<file path="src/rtl/heartbeat_tone_gen.sv">
`default_nettype none
// ============================================================================
// Module   : heartbeat_tone_gen
// Brief    : Plays a "lub-dub" square-wave beep per heartbeat and streams
//            8-bit unsigned samples (128 = silence) to the PWM stage. Also
//            owns the user volume level from the debounced up/down buttons.
// Config   : HEARTBEAT_DUB_EN - when defined, the full LUB->GAP->DUB
//            sequence is built; otherwise only the LUB beep is played.
// Revision : 1.0 - initial release
// ============================================================================
module heartbeat_tone_gen #(
    parameter int SAMPLE_DIV   = 3125,
    parameter int HALF_PERIOD  = 4,
    parameter int BEEP_SAMPLES = 800,
    parameter int GAP_SAMPLES  = 400
) (
    input  logic       clock_25mhz,
    input  logic       reset_n,
    input  logic       beat,
    input  logic       volume_up,
    input  logic       volume_down,
    input  logic       mute,
    output logic [7:0] audio_data,
    output logic       busy,
    output logic [2:0] volume
);

    localparam int                 c_DIV_W     = (SAMPLE_DIV > 1) ? $clog2(SAMPLE_DIV) : 1;
    localparam logic [c_DIV_W-1:0] c_DIV_LAST  = c_DIV_W'(SAMPLE_DIV - 1);
    localparam logic [c_DIV_W-1:0] c_DIV_ONE   = c_DIV_W'(1);
    localparam logic [15:0]        c_BEEP_LAST = 16'(BEEP_SAMPLES - 1);
    localparam logic [15:0]        c_HALF_LAST = 16'(HALF_PERIOD - 1);
`ifdef HEARTBEAT_DUB_EN
    localparam logic [15:0]        c_GAP_LAST   = 16'(GAP_SAMPLES - 1);
    localparam logic [15:0]        c_HALF2_LAST = 16'(2 * HALF_PERIOD - 1);
`endif
    localparam logic [7:0]         c_SILENCE   = 8'd128;

`ifdef HEARTBEAT_DUB_EN
    typedef enum logic [1:0] {
        S_IDLE = 2'd0,
        S_LUB  = 2'd1,
        S_GAP  = 2'd2,
        S_DUB  = 2'd3
    } state_t;
`else
    typedef enum logic [1:0] {
        S_IDLE = 2'd0,
        S_LUB  = 2'd1
    } state_t;
`endif

    logic [c_DIV_W-1:0] r_div_cnt;
    logic               w_tick;
    state_t             r_state;
    state_t             w_state_nxt;
    logic [15:0]        r_smp_cnt;
    logic [15:0]        w_smp_nxt;
    logic [15:0]        r_half_cnt;
    logic [15:0]        w_half_nxt;
    logic               r_phase;
    logic               w_phase_nxt;
    logic [7:0]         r_audio;
    logic [7:0]         w_audio_nxt;
    logic [2:0]         r_volume;
    logic               r_up_d;
    logic               r_dn_d;
    logic               w_up_rise;
    logic               w_dn_rise;
    logic [7:0]         w_amp;
    logic [7:0]         w_tone_hi;
    logic [7:0]         w_tone_lo;
    logic [15:0]        w_smp_last;
    logic [15:0]        w_half_last;
    logic               w_tone_state;

    assign w_tick    = (r_div_cnt == c_DIV_LAST);
    assign w_amp     = {1'b0, r_volume, 4'b0000};
    assign w_tone_hi = c_SILENCE + w_amp;
    assign w_tone_lo = c_SILENCE - w_amp;
    assign w_up_rise = volume_up & ~r_up_d;
    assign w_dn_rise = volume_down & ~r_dn_d;

    // Free-running sample-rate divider; runs regardless of FSM state.
    always_ff @(posedge clock_25mhz or negedge reset_n) begin
        if (!reset_n) begin
            r_div_cnt <= '0;
        end else if (w_tick) begin
            r_div_cnt <= '0;
        end else begin
            r_div_cnt <= r_div_cnt + c_DIV_ONE;
        end
    end

    // Per-state sample limits, half-period length and tone/silence select.
    always_comb begin
        w_smp_last   = c_BEEP_LAST;
        w_half_last  = c_HALF_LAST;
        w_tone_state = 1'b0;
        case (r_state)
            S_LUB: begin
                w_smp_last   = c_BEEP_LAST;
                w_tone_state = 1'b1;
            end
`ifdef HEARTBEAT_DUB_EN
            S_GAP: begin
                w_smp_last   = c_GAP_LAST;
            end
            S_DUB: begin
                w_smp_last   = c_BEEP_LAST;
                w_half_last  = c_HALF2_LAST;
                w_tone_state = 1'b1;
            end
`endif
            default: begin
                w_smp_last   = c_BEEP_LAST;
            end
        endcase
    end

    // Sequencer next-state logic plus the sample emitted on each tick.
    always_comb begin
        w_state_nxt = r_state;
        w_smp_nxt   = r_smp_cnt;
        w_half_nxt  = r_half_cnt;
        w_phase_nxt = r_phase;
        w_audio_nxt = r_audio;

        if (r_state == S_IDLE) begin
            if (beat) begin
                w_state_nxt = S_LUB;
                w_smp_nxt   = '0;
                w_half_nxt  = '0;
                w_phase_nxt = 1'b1;
            end
        end else if (w_tick) begin
            if (r_smp_cnt == w_smp_last) begin
                // Last sample of this state: every new state starts on high phase.
                w_smp_nxt   = '0;
                w_half_nxt  = '0;
                w_phase_nxt = 1'b1;
                case (r_state)
`ifdef HEARTBEAT_DUB_EN
                    S_LUB:   w_state_nxt = S_GAP;
                    S_GAP:   w_state_nxt = S_DUB;
`endif
                    default: w_state_nxt = S_IDLE;
                endcase
            end else begin
                w_smp_nxt = r_smp_cnt + 16'd1;
                if (w_tone_state) begin
                    if (r_half_cnt == w_half_last) begin
                        w_half_nxt  = '0;
                        w_phase_nxt = ~r_phase;
                    end else begin
                        w_half_nxt  = r_half_cnt + 16'd1;
                    end
                end
            end
        end

        // Mute only blanks the output; the sequence keeps its timing.
        if (w_tick) begin
            if (mute || !w_tone_state) begin
                w_audio_nxt = c_SILENCE;
            end else begin
                w_audio_nxt = r_phase ? w_tone_hi : w_tone_lo;
            end
        end
    end

    // Sequencer state, counters, phase and registered sample output.
    always_ff @(posedge clock_25mhz or negedge reset_n) begin
        if (!reset_n) begin
            r_state    <= S_IDLE;
            r_smp_cnt  <= '0;
            r_half_cnt <= '0;
            r_phase    <= 1'b1;
            r_audio    <= c_SILENCE;
        end else begin
            r_state    <= w_state_nxt;
            r_smp_cnt  <= w_smp_nxt;
            r_half_cnt <= w_half_nxt;
            r_phase    <= w_phase_nxt;
            r_audio    <= w_audio_nxt;
        end
    end

    // Button edge detect and saturating volume; simultaneous edges cancel.
    always_ff @(posedge clock_25mhz or negedge reset_n) begin
        if (!reset_n) begin
            r_up_d   <= 1'b0;
            r_dn_d   <= 1'b0;
            r_volume <= 3'd4;
        end else begin
            r_up_d <= volume_up;
            r_dn_d <= volume_down;
            if (w_up_rise && !w_dn_rise && (r_volume != 3'd7)) begin
                r_volume <= r_volume + 3'd1;
            end else if (w_dn_rise && !w_up_rise && (r_volume != 3'd0)) begin
                r_volume <= r_volume - 3'd1;
            end
        end
    end

    assign audio_data = r_audio;
    assign busy       = (r_state != S_IDLE);
    assign volume     = r_volume;

endmodule
`default_nettype wire

</file>
<file path="config.mk">
export PLATFORM = sky130hd
export DESIGN_NAME = heartbeat_tone_gen
export DESIGN_NICKNAME = d
export VERILOG_FILES = /design/src/rtl/heartbeat_tone_gen.sv
export SDC_FILE = /design/constraint.sdc
export NUM_CORES = 1
export LEC_CHECK = 0
export CAP_MARGIN = 20
export CORE_ASPECT_RATIO = 0.9
export CORE_MARGIN = 5
export CORE_UTILIZATION = 45
export DETAILED_ROUTE_END_ITERATION = 10
export GPL_ROUTABILITY_DRIVEN = 0
export HOLD_SLACK_MARGIN = 0.05
export SYNTH_ARGS = -nofsm -noshare
export SYNTH_HDL_FRONTEND = slang
export SYNTH_SLANG_ARGS = --single-unit
</file>
<file path="constraint.sdc">
create_clock -name clock_25mhz -period 3.5 [get_ports clock_25mhz]
set_input_delay 0.7 -clock clock_25mhz [delete_from_list [all_inputs] [get_ports clock_25mhz]]
set_output_delay 0.7 -clock clock_25mhz [all_outputs]
set_load 0.03 [all_outputs]
</file>
# --- Word level (Yosys, flattened, before mapping) ---
# Index checks and enable logic that the tools add are counted.
word_totals:
  register_bits: 60
  latch_bits: 0
  mem_bits_rw: 0
  rom_bits: 0
  inputBits: 6
  out_inout_bits: 12
  memories: 0
classes:
  addsub: 7
  n_mul: 0
  n_div: 0
  n_lt_le_gt_ge: 0
  n_eq_ne: 6
  shift: 0
  mux: 25
  bitwise: 5
  reduce_logical: 20
ops:
  columns: ["operator", "count"]
  rows:
  - ["$mux W16", 9]
  - ["$add A16 B1 Y16 const B", 2]
  - ["$eq A16 B10 Y1 const B", 1]
  - ["$eq A16 B2 Y1 const B", 1]
  - ["$mux W8", 2]
  - ["$add A12 B1 Y12 const B", 1]
  - ["$eq A12 B12 Y1 const B", 1]
  - ["$mux W12", 1]
  - ["$reduce_bool A3 Y1", 3]
  - ["$add A8 B7 Y8 const A", 1]
  - ["$mux W2", 4]
  - ["$reduce_bool A2 Y1", 4]
  - ["$sub A8 B7 Y8 const A", 1]
  - ["$mux W1", 7]
  - ["$mux W3", 2]
  - ["$reduce_and A3 Y1", 2]
  - ["$logic_and A1 B1 Y1", 4]
  - ["$reduce_and A4 Y1", 1]
  - ["$add A3 B1 Y3 const B", 1]
  - ["$logic_not A1 Y1", 3]
  - ["$ne A3 B3 Y1 const B", 1]
  - ["$not A1 Y1", 3]
  - ["$sub A3 B1 Y3 const B", 1]
  - ["$and A1 B1 Y1", 2]
  - ["other kinds (5)", 5]

# --- Longest topological paths before layout ---
logic_depth:
  depth_word: 7
  ltp_mapped: 8
  ltp_nobuf: 7

# --- Least setup slack after synthesis ---
# No wires, ideal clock.
synth_path:
  path_type: "register to register"
  start: "register r_smp_cnt[0]"
  end: "register r_half_cnt[10]"
  setup_ns: 0.104
  arrival_ns: 2.014
  required_time_ns: 3.396
  slack_ns: 1.382
  stages_incl_launch_ff: 8
  cell_sequence: "dfrtp_1 > ha_1 > and4_1 > clkbuf_1 > a41o_1 > or3_1 > buf_2 > o41ai_2"
synth_between:
  elab_chain_len: 4
synth_lines:
  columns: ["element", "line_no", "rtl"]
  rows:
  - ["from (decl)", "57", "logic [15:0] r_smp_cnt;"]
  - ["from (signal assigned)", "182", "r_smp_cnt <= w_smp_nxt;"]
  - ["$eq A16 B10 Y1 (*)", "137", "if (r_smp_cnt == w_smp_last) begin"]
  - ["$mux W16", "137", null]
  - ["$mux W16", "136", "end else if (w_tick) begin"]
  - ["$mux W16", "129", "if (r_state == S_IDLE) begin"]
  - ["to (signal assigned)", "183", "r_half_cnt <= w_half_nxt;"]
  - ["to (decl)", "59", "logic [15:0] r_half_cnt;"]
# Mark *: on every way between the ends. The rest lies on a longest branch, timed or not. The select of a mux whose other input is x is not followed.
# A chain may end at the register's enable or synchronous reset.

# --- Worst setup path after layout ---
# Same ends and word-level chain as after synthesis.

==> results.ini <==
[cts]
cts_resized = 0
htreeDepth = 2
cts_sinks = 55
postCtsSetupRepairBufs = 0
cts_tree = built
cts_buffers = 5
path_clk_slew_ns = 0.10
hold_buffers = 0
insertion_delay_ns = 0.31
cts_root_buf = clkbuf_8
clockBufferDepth = 2

[sta]
final.setup.tns_ns = 0
worstMarginPinSlew_ns = 0.631
timing.slew.headroom_pct = 57.4
setup_viol = 0
rsz0062_at_grt = false
finalHoldViolations = 0
worst_clock_skew_ns = 0.00865
fin_ws_ns = 1.04
fin_hold_ws_ns = 0.395
post-route-min-period_ns = 2.46
slew_viol_final = 0
fmax_mhz = 407
period_share_pct = 70.2

[power_and_ir_drop]
peakVddDrop_mv = 0.295
seqPwrFrac_pct = 52.0
power_mw = 1.41
p_sw_share_pct = 28.2
leakage_nw = 1.31
pwr_density_cell_nw_per_um2 = 431
comb_power_share_pct = 16.6
power.switching_mw = 0.399
clkPwrFrac_pct = 31.4
intPower_mw = 1.01

[synthesis]
yosysTopAreaCellShare_pct = 43.9
ys_seq_elements = 55
netlist_area_um2 = 2970
syn-instance-count = 303
synthArstFlopShare_pct = 100
yosysWarningCount = 0
yosysTopAreaCell = dfrtp_1
avgSynthCellArea_um2 = 9.79
ys_seq_area_share_pct = 46.5
synthMostInstantiatedCell = dfrtp_1
netlist_top_cells_area = dfrtp_1 44%, o21ai_0 4.7%, xnor2_1 3.8%
synthFlopType = dfrtp_1
ys_top_cells_by_count = 52 x dfrtp_1, 28 x o21ai_0, 24 x nand2_1, 24 x nor2_1, 19 x nand3_1
ys_types = 45
synth_edf_count = 0

[route]
wl_um = 6120
drt_iter0_drc = 89
drcViolationCount = 0
vias_per_cell = 5.70
drtAntennaViolNets = 0
first_pass_iters = 4
vias = 2301
avgRoutedWirePerCell_um = 15.1

[die]
die_w_um = 95.6
die_area_um2 = 8320
dieHeight_um = 87.0
initial_utilization_pct = 45.8
rows = 28
io_pins = 18
coreArea_um2 = 6480

[finish]
drive_gt1_share_pct = 7.96
regArea_um2 = 1380
multi_input_area_um2 = 1500
design_area_um2 = 3280
area_delta_synth_final_pct = 10.6
antenna_cells = 0
fillers = 608
layout.nets = 327

[global_route]
antenna_found_initial = 0
grt_pass1_wl_um = 10600
grt_usage_pct = 16.1
grt_pass1_vias = 2185
overflow = 0
grt_max_degree = 31

[placed_design]
io_buffers = 13
place_area_um2 = 3160
pre_cts_ws_ns = 0.984
dpl.hpwl_um = 4320

[critical_path]
endpoint_kind = register
start_kind = register
cp.required_ns = 3.71
critPathMaxFanout = 15
worstPathArrival_ns = 2.67
critPathKind = register to register

[run_status]
status = completed

[worst_hold_path]
min-delay-path-class = primary input to async pin

[job]
maxCapViolations = 0

-- placed cells by master, fill, tap and decap left out, types with 5 or more instances in the layout --
cell type	count
clkbuf_8	6
ha_1	7
and4_1	5
xnor2_1	13
dfrtp_1	52
o31ai_1	10
a21oi_1	8
xor2_1	5
o21ai_0	28
nand2_1	24
nand4_1	7
nand3_1	19
nand2b_1	5
inv_1	7
and3_1	9
nor2_1	24
nor4_1	6
clkdlybuf4s50_1	12
nor3_1	8
-- path summary, 6_finish.rpt --
| path | start | endpoint | slack, ns | depth (start not counted) |
|---|---|---|---|---|
| setup / recovery | r_smp_cnt[0] | r_half_cnt[10] | 1.04 | 5 |
| hold / removal | reset_n | r_div_cnt[9] | 0.39 | 1 |
| setup reg to reg | r_smp_cnt[0] | r_half_cnt[10] | 1.04 | 5 |
| hold reg to reg | audio_data[7] | audio_data[7] | 0.48 | 2 |
| max in group asynchronous | reset_n | audio_data[7] | 2.24 | 2 |
| min in group clock_25mhz | audio_data[7] | audio_data[7] | 0.48 | 2 |
-- layout make-up --
type	instances	area share, %
Multi-Input combinational cell	229	45.8
Sequential cell	55	42.1
Timing Repair Buffer	15	4.27
Tap cell	90	3.43
Clock buffer	6	2.52
Clock inverter	2	1.07
Inverter	7	0.801
-- per-stage QoR --
stage	std cells	utilization, %
after global routing	404	50.6
after global placement	396	48.8
after detailed placement	396	48.8
after CTS	404	50.6
final	404	50.6
after floorplan	306	-
-- flip-flops by register name, indices dropped and copies added (netlist names) --
register    count
r_half_cnt     16
r_smp_cnt      16
r_div_cnt      12
audio_data      4
volume          3
r_dn_d          1
r_phase         1
r_state         1
r_up_d          1
-- worst max-delay path, stage by stage (launching register included) --
cell,delay [ns]
dfrtp_1,0.43
ha_1,0.26
and4_1,0.28
a41o_1,0.44
or3_1,0.58
o41ai_2,0.36
-- cells by family after synthesis --
family / Yosys count / synth area share [%]
and+or+nand+nor: 125 / 23.3
AOI/OAI and AO/OA: 70 / 16.2
buffers and inverters: 22 / 3.42
other: 1 / 0.126
adders and majority gates: 8 / 3.63
xor gates and xnor gates: 18 / 5.32
muxes: 4 / 1.39
DFF: 55 / 46.5
-- power by group through the flow --
stage	clock (mW)	sequential, mW	combinational, mW
2_1_floorplan	0	0.771	0.120
3_3_place_gp	0	0.747	0.225
3_5_place_dp	0	0.748	0.238
4_1_cts	0.460	0.736	0.239
5_1_grt	0.478	0.743	0.264
6_report	0.444	0.735	0.234
-- metal layers --
metal	routed length (µm)	vias to the layer above	global-route usage [%]
li1	-	1125	-
met1	3050	1139	23.0
met2	2850	30	25.1
met3	171	7	2.94
met4	53	0	4.26
met5	0	-	0
(Power assumes the default switching activity.)
